--- config.mk ---
export PLATFORM = sky130hd
export DESIGN_NAME = aes_key_sched_ctrl
export DESIGN_NICKNAME = d
export VERILOG_FILES = /design/src/rtl/aes_key_sched_ctrl.sv
export SDC_FILE = /design/constraint.sdc
export NUM_CORES = 2
export LEC_CHECK = 0
export CORE_ASPECT_RATIO = 0.5
export CORE_MARGIN = 10
export CORE_UTILIZATION = 50
export CTS_CLUSTER_SIZE = 25
export DETAILED_ROUTE_END_ITERATION = 12
export PLACE_DENSITY_LB_ADDON = 0.12
export SYNTH_ARGS = -nofsm -noshare
export SYNTH_HDL_FRONTEND = slang
export SYNTH_SLANG_ARGS = --single-unit
--- constraint.sdc ---
create_clock -name clk -period 10.15 [get_ports clk]
set_input_delay 2.03 -clock clk [delete_from_list [all_inputs] [get_ports clk]]
set_output_delay 2.03 -clock clk [all_outputs]
set_load 0.01 [all_outputs]
--- src/rtl/aes_key_sched_ctrl.sv ---
// rtl/aes_key_sched_ctrl.sv - iterative AES-128 key-schedule controller with round-key bank and read port
module aes_key_sched_ctrl #(
  parameter int NR = 10
) (
  input  logic         clk,
  input  logic         reset,
  input  logic         i_valid,
  output logic         i_ready,
  input  logic [127:0] key,
  input  logic         rk_req,
  input  logic [3:0]   rk_idx,
  output logic         rk_valid,
  output logic         rk_err,
  output logic [127:0] rk_data,
  output logic         busy,
  output logic         key_ready
);

  localparam logic [3:0] NR_L = 4'(NR);

  // Forward S-box, entry 0 in the most significant byte.
  localparam logic [2047:0] SBOX_TABLE = {
    128'h637c777bf26b6fc53001672bfed7ab76,
    128'hca82c97dfa5947f0add4a2af9ca472c0,
    128'hb7fd9326363ff7cc34a5e5f171d83115,
    128'h04c723c31896059a071280e2eb27b275,
    128'h09832c1a1b6e5aa0523bd6b329e32f84,
    128'h53d100ed20fcb15b6acbbe394a4c58cf,
    128'hd0efaafb434d338545f9027f503c9fa8,
    128'h51a3408f929d38f5bcb6da2110fff3d2,
    128'hcd0c13ec5f974417c4a77e3d645d1973,
    128'h60814fdc222a908846eeb814de5e0bdb,
    128'he0323a0a4906245cc2d3ac629195e479,
    128'he7c8376d8dd54ea96c56f4ea657aae08,
    128'hba78252e1ca6b4c6e8dd741f4bbd8b8a,
    128'h703eb5664803f60e613557b986c11d9e,
    128'he1f8981169d98e949b1e87e9ce5528df,
    128'h8ca1890dbfe6426841992d0fb054bb16
  };

  typedef enum logic [1:0] {
    S_IDLE,
    S_EXPAND,
    S_READY
  } state_t;

  function automatic logic [7:0] sbox(input logic [7:0] b);
    return SBOX_TABLE[{~b, 3'b111} -: 8];
  endfunction

  function automatic logic [31:0] rot_word(input logic [31:0] w);
    return {w[23:0], w[31:24]};
  endfunction

  function automatic logic [31:0] sub_word(input logic [31:0] w);
    return {sbox(w[31:24]), sbox(w[23:16]), sbox(w[15:8]), sbox(w[7:0])};
  endfunction

  function automatic logic [7:0] rcon(input logic [3:0] r);
    logic [7:0] rc;
    case (r)
      4'd1:    rc = 8'h01;
      4'd2:    rc = 8'h02;
      4'd3:    rc = 8'h04;
      4'd4:    rc = 8'h08;
      4'd5:    rc = 8'h10;
      4'd6:    rc = 8'h20;
      4'd7:    rc = 8'h40;
      4'd8:    rc = 8'h80;
      4'd9:    rc = 8'h1b;
      4'd10:   rc = 8'h36;
      default: rc = 8'h00;
    endcase
    return rc;
  endfunction

  function automatic logic [127:0] next_round(input logic [127:0] k, input logic [7:0] rc);
    logic [31:0] w0, w1, w2, w3;
    w0 = k[127:96] ^ sub_word(rot_word(k[31:0])) ^ {rc, 24'h0};
    w1 = k[95:64] ^ w0;
    w2 = k[63:32] ^ w1;
    w3 = k[31:0] ^ w2;
    return {w0, w1, w2, w3};
  endfunction

  state_t         state_q, state_d;
  logic [3:0]     rounds_done_q, rounds_done_d;
  logic [3:0]     round_cnt_q, round_cnt_d;
  logic           i_ready_q, i_ready_d;
  logic           busy_q, busy_d;
  logic           key_ready_q, key_ready_d;
  logic           rk_valid_q, rk_valid_d;
  logic           rk_err_q, rk_err_d;
  logic [127:0]   rk_data_q, rk_data_d;
  logic [127:0]   last_q, last_d;

  logic [127:0]   bank_q [0:NR];
  logic           bank_we;
  logic [3:0]     bank_waddr;
  logic [127:0]   bank_wdata;

  logic           load;
  logic           rd_ok;
  logic [3:0]     rd_sel;
  logic [127:0]   next_key;

  // The previous round key is kept in last_q so expansion never needs a bank read.
  assign next_key = next_round(last_q, rcon(round_cnt_q));
  assign load     = i_valid && i_ready_q;

  always_comb begin
    state_d       = state_q;
    rounds_done_d = rounds_done_q;
    round_cnt_d   = round_cnt_q;
    i_ready_d     = i_ready_q;
    busy_d        = busy_q;
    key_ready_d   = key_ready_q;
    last_d        = last_q;
    bank_we       = 1'b0;
    bank_waddr    = round_cnt_q;
    bank_wdata    = next_key;

    if (load) begin
      state_d       = S_EXPAND;
      bank_we       = 1'b1;
      bank_waddr    = 4'd0;
      bank_wdata    = key;
      last_d        = key;
      rounds_done_d = 4'd1;
      round_cnt_d   = 4'd1;
      i_ready_d     = 1'b0;
      busy_d        = 1'b1;
      key_ready_d   = 1'b0;
    end else if (state_q == S_EXPAND) begin
      bank_we       = 1'b1;
      last_d        = next_key;
      rounds_done_d = round_cnt_q + 4'd1;
      if (round_cnt_q == NR_L) begin
        state_d     = S_READY;
        i_ready_d   = 1'b1;
        busy_d      = 1'b0;
        key_ready_d = 1'b1;
      end else begin
        round_cnt_d = round_cnt_q + 4'd1;
      end
    end
  end

  // Reads see the pre-edge rounds_done; a coincident load invalidates the schedule.
  always_comb begin
    rd_ok      = rk_req && !load && (rk_idx < rounds_done_q) && (rk_idx <= NR_L);
    rd_sel     = rd_ok ? rk_idx : 4'd0;
    rk_valid_d = rk_req;
    rk_err_d   = rk_req && !rd_ok;
    rk_data_d  = rd_ok ? bank_q[rd_sel] : 128'h0;
  end

  always_ff @(posedge clk or posedge reset) begin
    if (reset) begin
      state_q       <= S_IDLE;
      rounds_done_q <= 4'd0;
      round_cnt_q   <= 4'd0;
      i_ready_q     <= 1'b1;
      busy_q        <= 1'b0;
      key_ready_q   <= 1'b0;
      rk_valid_q    <= 1'b0;
      rk_err_q      <= 1'b0;
      rk_data_q     <= 128'h0;
      last_q        <= 128'h0;
    end else begin
      state_q       <= state_d;
      rounds_done_q <= rounds_done_d;
      round_cnt_q   <= round_cnt_d;
      i_ready_q     <= i_ready_d;
      busy_q        <= busy_d;
      key_ready_q   <= key_ready_d;
      rk_valid_q    <= rk_valid_d;
      rk_err_q      <= rk_err_d;
      rk_data_q     <= rk_data_d;
      last_q        <= last_d;
    end
  end

  always_ff @(posedge clk) begin
    if (bank_we) begin
      bank_q[bank_waddr] <= bank_wdata;
    end
  end

  assign i_ready   = i_ready_q;
  assign busy      = busy_q;
  assign key_ready = key_ready_q;
  assign rk_valid  = rk_valid_q;
  assign rk_err    = rk_err_q;
  assign rk_data   = rk_data_q;

endmodule

== Yosys cells after proc, flatten, opt, wreduce, memory -nomap -nowiden ==
Memories as Yosys holds them, arrays and structs flattened.
Index checks and enable logic that the tools add are counted.
W data, S select, Z words.
Word-level totals
  register bits: 271
  latch bits: 0
  bits in writable memories: 1408
  bits in read-only memories: 128
  input bits: 136
  output and inout port bits: 133
  word-level logic and storage cells: 66
  memories: 2
Memories
  bank_q: words 11, width 128, read ports 1, clocked after memory_dff 0, wr ports 1, line 97  | logic [127:0] bank_q [0:NR];
  (no name shown): words 16, width 8, read ports 1, clocked after memory_dff 0, wr ports 0, line 61  | case (r)
Operators by class
  add/subtract/negate cells: 1
  multiply operators: 0
  divide/modulo/power cells: 0
  $lt $le $gt $ge: 2
  eq/ne operators: 3
  shift-type cells: 4
  mux-type cells: 24
  bitwise logic cells: 9
  reduce and logical (&&, ||, !) cells: 11
Operators by type and width (count)
  $shiftx A2055 B12 Y8 const A: 4
  $mux W128: 4
  $xor A32 B32 Y32: 5
  $not A8 Y8: 4
  $mux W4: 7
  $mux W1: 10
  $mux W2: 3
  $logic_and A1 B1 Y1: 5
  $add A4 B1 Y4 const B: 1
  $eq A4 B4 Y1 const B: 1
  $le A4 B4 Y1 const B: 1
  $lt A4 B4 Y1: 1
  $reduce_and A2 Y1: 2
  $reduce_bool A2 Y1: 2
  $eq A2 B1 Y1 const B: 1
  $logic_not A1 Y1: 2
  $ne A2 B2 Y1 const B: 1

== Depth between registers and ports, before layout ==
  depth in word-level cells: 9
  mapped depth: 16
  depth with buffers taken out: 11

== Worst setup path before layout ==
OpenSTA, ideal clock, no wires.
  kind: input to register
  from: input i_valid
  to: memory bank_q[4][0] (enable)
  setup time: 772 ps
  arrival: 11513 ps
  data required time: 9378 ps
  path slack: -2135 ps
  cell stages on the path: 6
  path buffers: 2
  cells stage by stage: and2_1 -> clkbuf_1 -> nor2_1 -> clkbuf_1 -> nand2_1 -> nor3_1
On the way
  cells in the longest elaborated chain, start to end: 4
  elaborated cells between the ends (all ways): 5
  those cells by class: 4 x mux; 1 x reduce/logical
RTL lines
  from (decl): line 7  | input logic i_valid,
  $logic_and A1 B1 Y1 *: line 109  | assign load = i_valid && i_ready_q;
  $mux W1: line 123  | if (load) begin
  $mux W1: line 185  | if (bank_we) begin
  $mux W1 (implied by the code): line 186  | bank_q[bank_waddr] <= bank_wdata;
  to (decl): line 97
Mark *: on every way between the ends. The rest lies on a longest branch, timed or not.

== Final worst setup path ==
  from: register last_q[17]
  to: memory bank_q[7][30], data pin
On the way
  cells in the longest elaborated chain, start to end: 8
RTL lines
  from (decl): line 95  | logic [127:0] last_q, last_d;
  from (signal assigned): line 180  | last_q <= last_d;
  $not A8 Y8: line 48  | return SBOX_TABLE[{~b, 3'b111} -: 8];
  $shiftx A2055 B12 Y8: line 48
  $xor A32 B32 Y32 (2 in a row): line 79  | w0 = k[127:96] ^ sub_word(rot_word(k[31:0])) ^ {rc, 24'h0};
  $xor A32 B32 Y32: line 80  | w1 = k[95:64] ^ w0;
  $xor A32 B32 Y32: line 81  | w2 = k[63:32] ^ w1;
  $xor A32 B32 Y32: line 82  | w3 = k[31:0] ^ w2;
  $mux W128: line 123
  named net bank_wdata[30]: line 100  | logic [127:0] bank_wdata;
The timed path passes the listed nets, and every way through them passes these cells.

==> key figures <==
Routing
  – Average wire per standard cell: 31.4 um
  – DR pass1 iterations: 6
  – Vias: 62856
  – Final wirelength: 294000 um
  – Via-to-Cell Ratio: 6.72
  – Routed Antenna Nets: 0
  – DRT iter0 DRCs: 8562
  – DR DRC count: 0

STA
  – Rel. slew slack: under 10%
  – Setup tns final: 0 ns
  – RSZ-0062 raised after global routing: no
  – Worst Tran Pin Value: 1.38 ns
  – Max-slew violation count: 0
  – Final hold viol count: 0
  – # setup viols final: 0
  – Tcrit/Tclk final: 61.0%
  – Final Skew: about 0.057 ns
  – Max Clk Rate: 0.162 GHz
  – Minimum clock period: 6.19 ns

GRT
  – Initial antenna violation count: 15
  – Global-route wire length before repair: 423000 um
  – Gr ovfl total: 0
  – Vias in the first global route: ~60000
  – Total GRT Usage: 31.4%
  – Largest net degree at the start of global routing: between 200 and 250

Clocking
  – Hold buffers post-CTS: 0
  – H-tree levels: 4
  – Clock root buffer: clkbuf_16
  – Setup bufs post-CTS: 0
  – Clk Latency, worst-skew pair: 0.81 ns
  – Inserted Clock Buffers: 150
  – CTS tree: done
  – Clock transition at path regs: 0.07 ns
  – CTS sink count: 1677
  – Max Buffers Root-to-Sink: 3
  – Post-CTS Resized: 0

Logic synthesis
  – YS warnings: 0
  – Top FF cell, synth: edfxtp_1
  – Sequential area share after synthesis: 60.2%
  – Yosys reg bits: around 1700
  – Post-synth ARST share: 16.0%
  – Syn_area_per_cell: 11.4 um2
  – Top-count cell post-synth: edfxtp_1
  – Post-synth top area share: between 50% and 60%
  – List of most frequent post-synthesis cells: edfxtp_1 (1408), nand2_1 (1065), clkbuf_1 (446), o21ai_0 (385), nor2_1 (350)
  – Post-synth EDFFs: 1408
  – Post-synthesis instance total: 7119
  – Mapped Nets: 7324
  – Cell Area, Synth: 0.0814 mm2
  – Top post-synthesis cells by area: edfxtp_1 (52%), dfrtp_1 (8.2%), nand2_1 (4.9%)
  – Synth area leader: edfxtp_1
  – Synth unique cells: 111

Setup path
  – Crit-path max cell delay: between 0.8 and 0.9 ns
  – CP top delay family: compound AO/OA/AOI/OAI gates
  – Data arrival, critical path: 6.61 ns
  – CP Cell Sequence: buf_4 -> inv_1 -> ha_1 -> nor2_1 -> a221oi_1 -> o221ai_1 -> and4_1 -> or4_1 -> xor2_2 -> xnor2_2 -> buf_4 -> xnor2_1 -> a21oi_2
  – Critical Path End Type: flop
  – Worst Path Required: between 10 and 15 ns
  – Slowest stage cell on the critical path: ha_1
  – Crit path buffers/inverters: 3
  – Critical Path Start: last_q[17]
  – Reg-to-reg startpoint: last_q[17]
  – Crit start category: flop
  – CP max FO: 43
  – Critical path class: reg -> reg
  – Most used cell, CP: buf_4

Floorplanning
  – Rows: 104
  – Initial Utilization: 50.4%
  – Die Area: 0.180 mm2
  – Die Ht: just over 300 um
  – Horiz. Die Dim: 591 um
  – Core area: roughly 0.16 mm2
  – Io pins: 269

Place
  – Post-DP HPWL: 180000 um
  – Gpl congestion: roughly 0.98
  – # port buffers: roughly 270

Finish
  – Fin nets: around 7200
  – Synth-to-layout area growth: 11.5%
  – Fillers: around 13000
  – Share of layout cells above drive strength 1: 8.21%

Worst hold path
  – Hold crit path type: reg -> reg
  – Min-delay src: last_q[117]

Status
  – Status: finished clean

Run
  – Max cap viols: 0
registers in the layout, indices dropped and copies added, names as in the netlist:
name / count
round_cnt_q: 4
last_q: 128
rounds_done_q: 4
state_q: 2
i_ready: 1
rk_data: 128
rk_err: 1
bank_q: 1408
rk_valid: 1
per-stage QoR:
stage                     area, um2  cells  util [%]  hold slack [ns]  worst slack [ns]
after floorplan               81400   7119         -            0.480             0.711
after global placement        85700   9058      53.1            0.509              3.74
after detailed placement      85700   9058      53.1            0.519              3.71
after CTS                     90700   9337      56.2            0.529              4.28
after global routing          90700   9337      56.2            0.561              3.90
final                         90700   9352      56.2            0.531              3.96
final timing paths:
check / slack (ns) / to / cells after the start
min: 0.53 / last_q[117] / 2
min in group asynchronous: 1.73 / last_q[68] / 2
max: 3.96 / bank_q[7][30] / 13
max reg2reg: 3.96 / bank_q[7][30] / 13
max in group asynchronous: 6.93 / last_q[19] / 3
min reg2reg: 0.53 / last_q[117] / 2
area by class of cell:
class                           count  area, um2  area share [%]
Sequential cell                  1677      49000            54.0
Multi-Input combinational cell   4700      29400            32.4
Timing Repair Buffer              445       4260            4.69
Clock buffer                      199       4020            4.43
Tap cell                         2173       2720            3.00
Clock inverter                     80       1020            1.12
Inverter                           63        259           0.285
Antenna cell                       15       37.5          0.0414
layer usage:
layer	vias up	wire (um)	GRT usage (%)	share of wire (%)
li1	27086	-	-	-
met1	31930	125000	45.6	42
met2	3335	129000	46.7	44
met3	497	31400	7.46	11
met4	8	9450	9.46	3.2
met5	-	71	0	0.024
worst reg2reg max path, delay by kind of cell, from the launching register on:
kind	cells	cell delay [ns]
compound gates	3	1.61
xor+xnor	3	0.59
fa+ha+maj	1	0.90
buf+inv	3	1.05
flops	1	0.39
simple gates	3	1.26
layout by cell type, fill, tap and decap left out, types with 39 or more instances in the layout:
cell type,instances
buf_4,158
nand2_1,1064
o311ai_0,39
xnor2_1,150
nor3_1,92
or3_1,47
nor2b_1,97
dfrtp_1,255
nand2b_1,109
o21ai_0,366
o211ai_1,55
a311oi_1,171
clkbuf_1,41
clkbuf_16,150
clkdlybuf4s50_1,266
nand3_1,231
a21oi_1,279
a221oi_1,285
a211oi_1,316
xor2_1,62
ha_1,69
nor2_1,335
a31oi_1,204
inv_1,50
edfxtp_1,1408
cells by family after synthesis:
kind of cell	Yosys count	share of synthesized area, %
AO/OA/AOI/OAI	2115	18.4
XOR/XNOR	236	2.88
adder cells (fa/ha/maj)	69	1.06
buffers and inverters	742	3.98
flip-flops	1677	60.2
multiplexers	66	1.08
AND/OR/NAND/NOR	2214	12.4
Power is left out: the tool's default activity adds up to more than one toggle a clock period on the data nets, which glitch-free logic cannot reach.
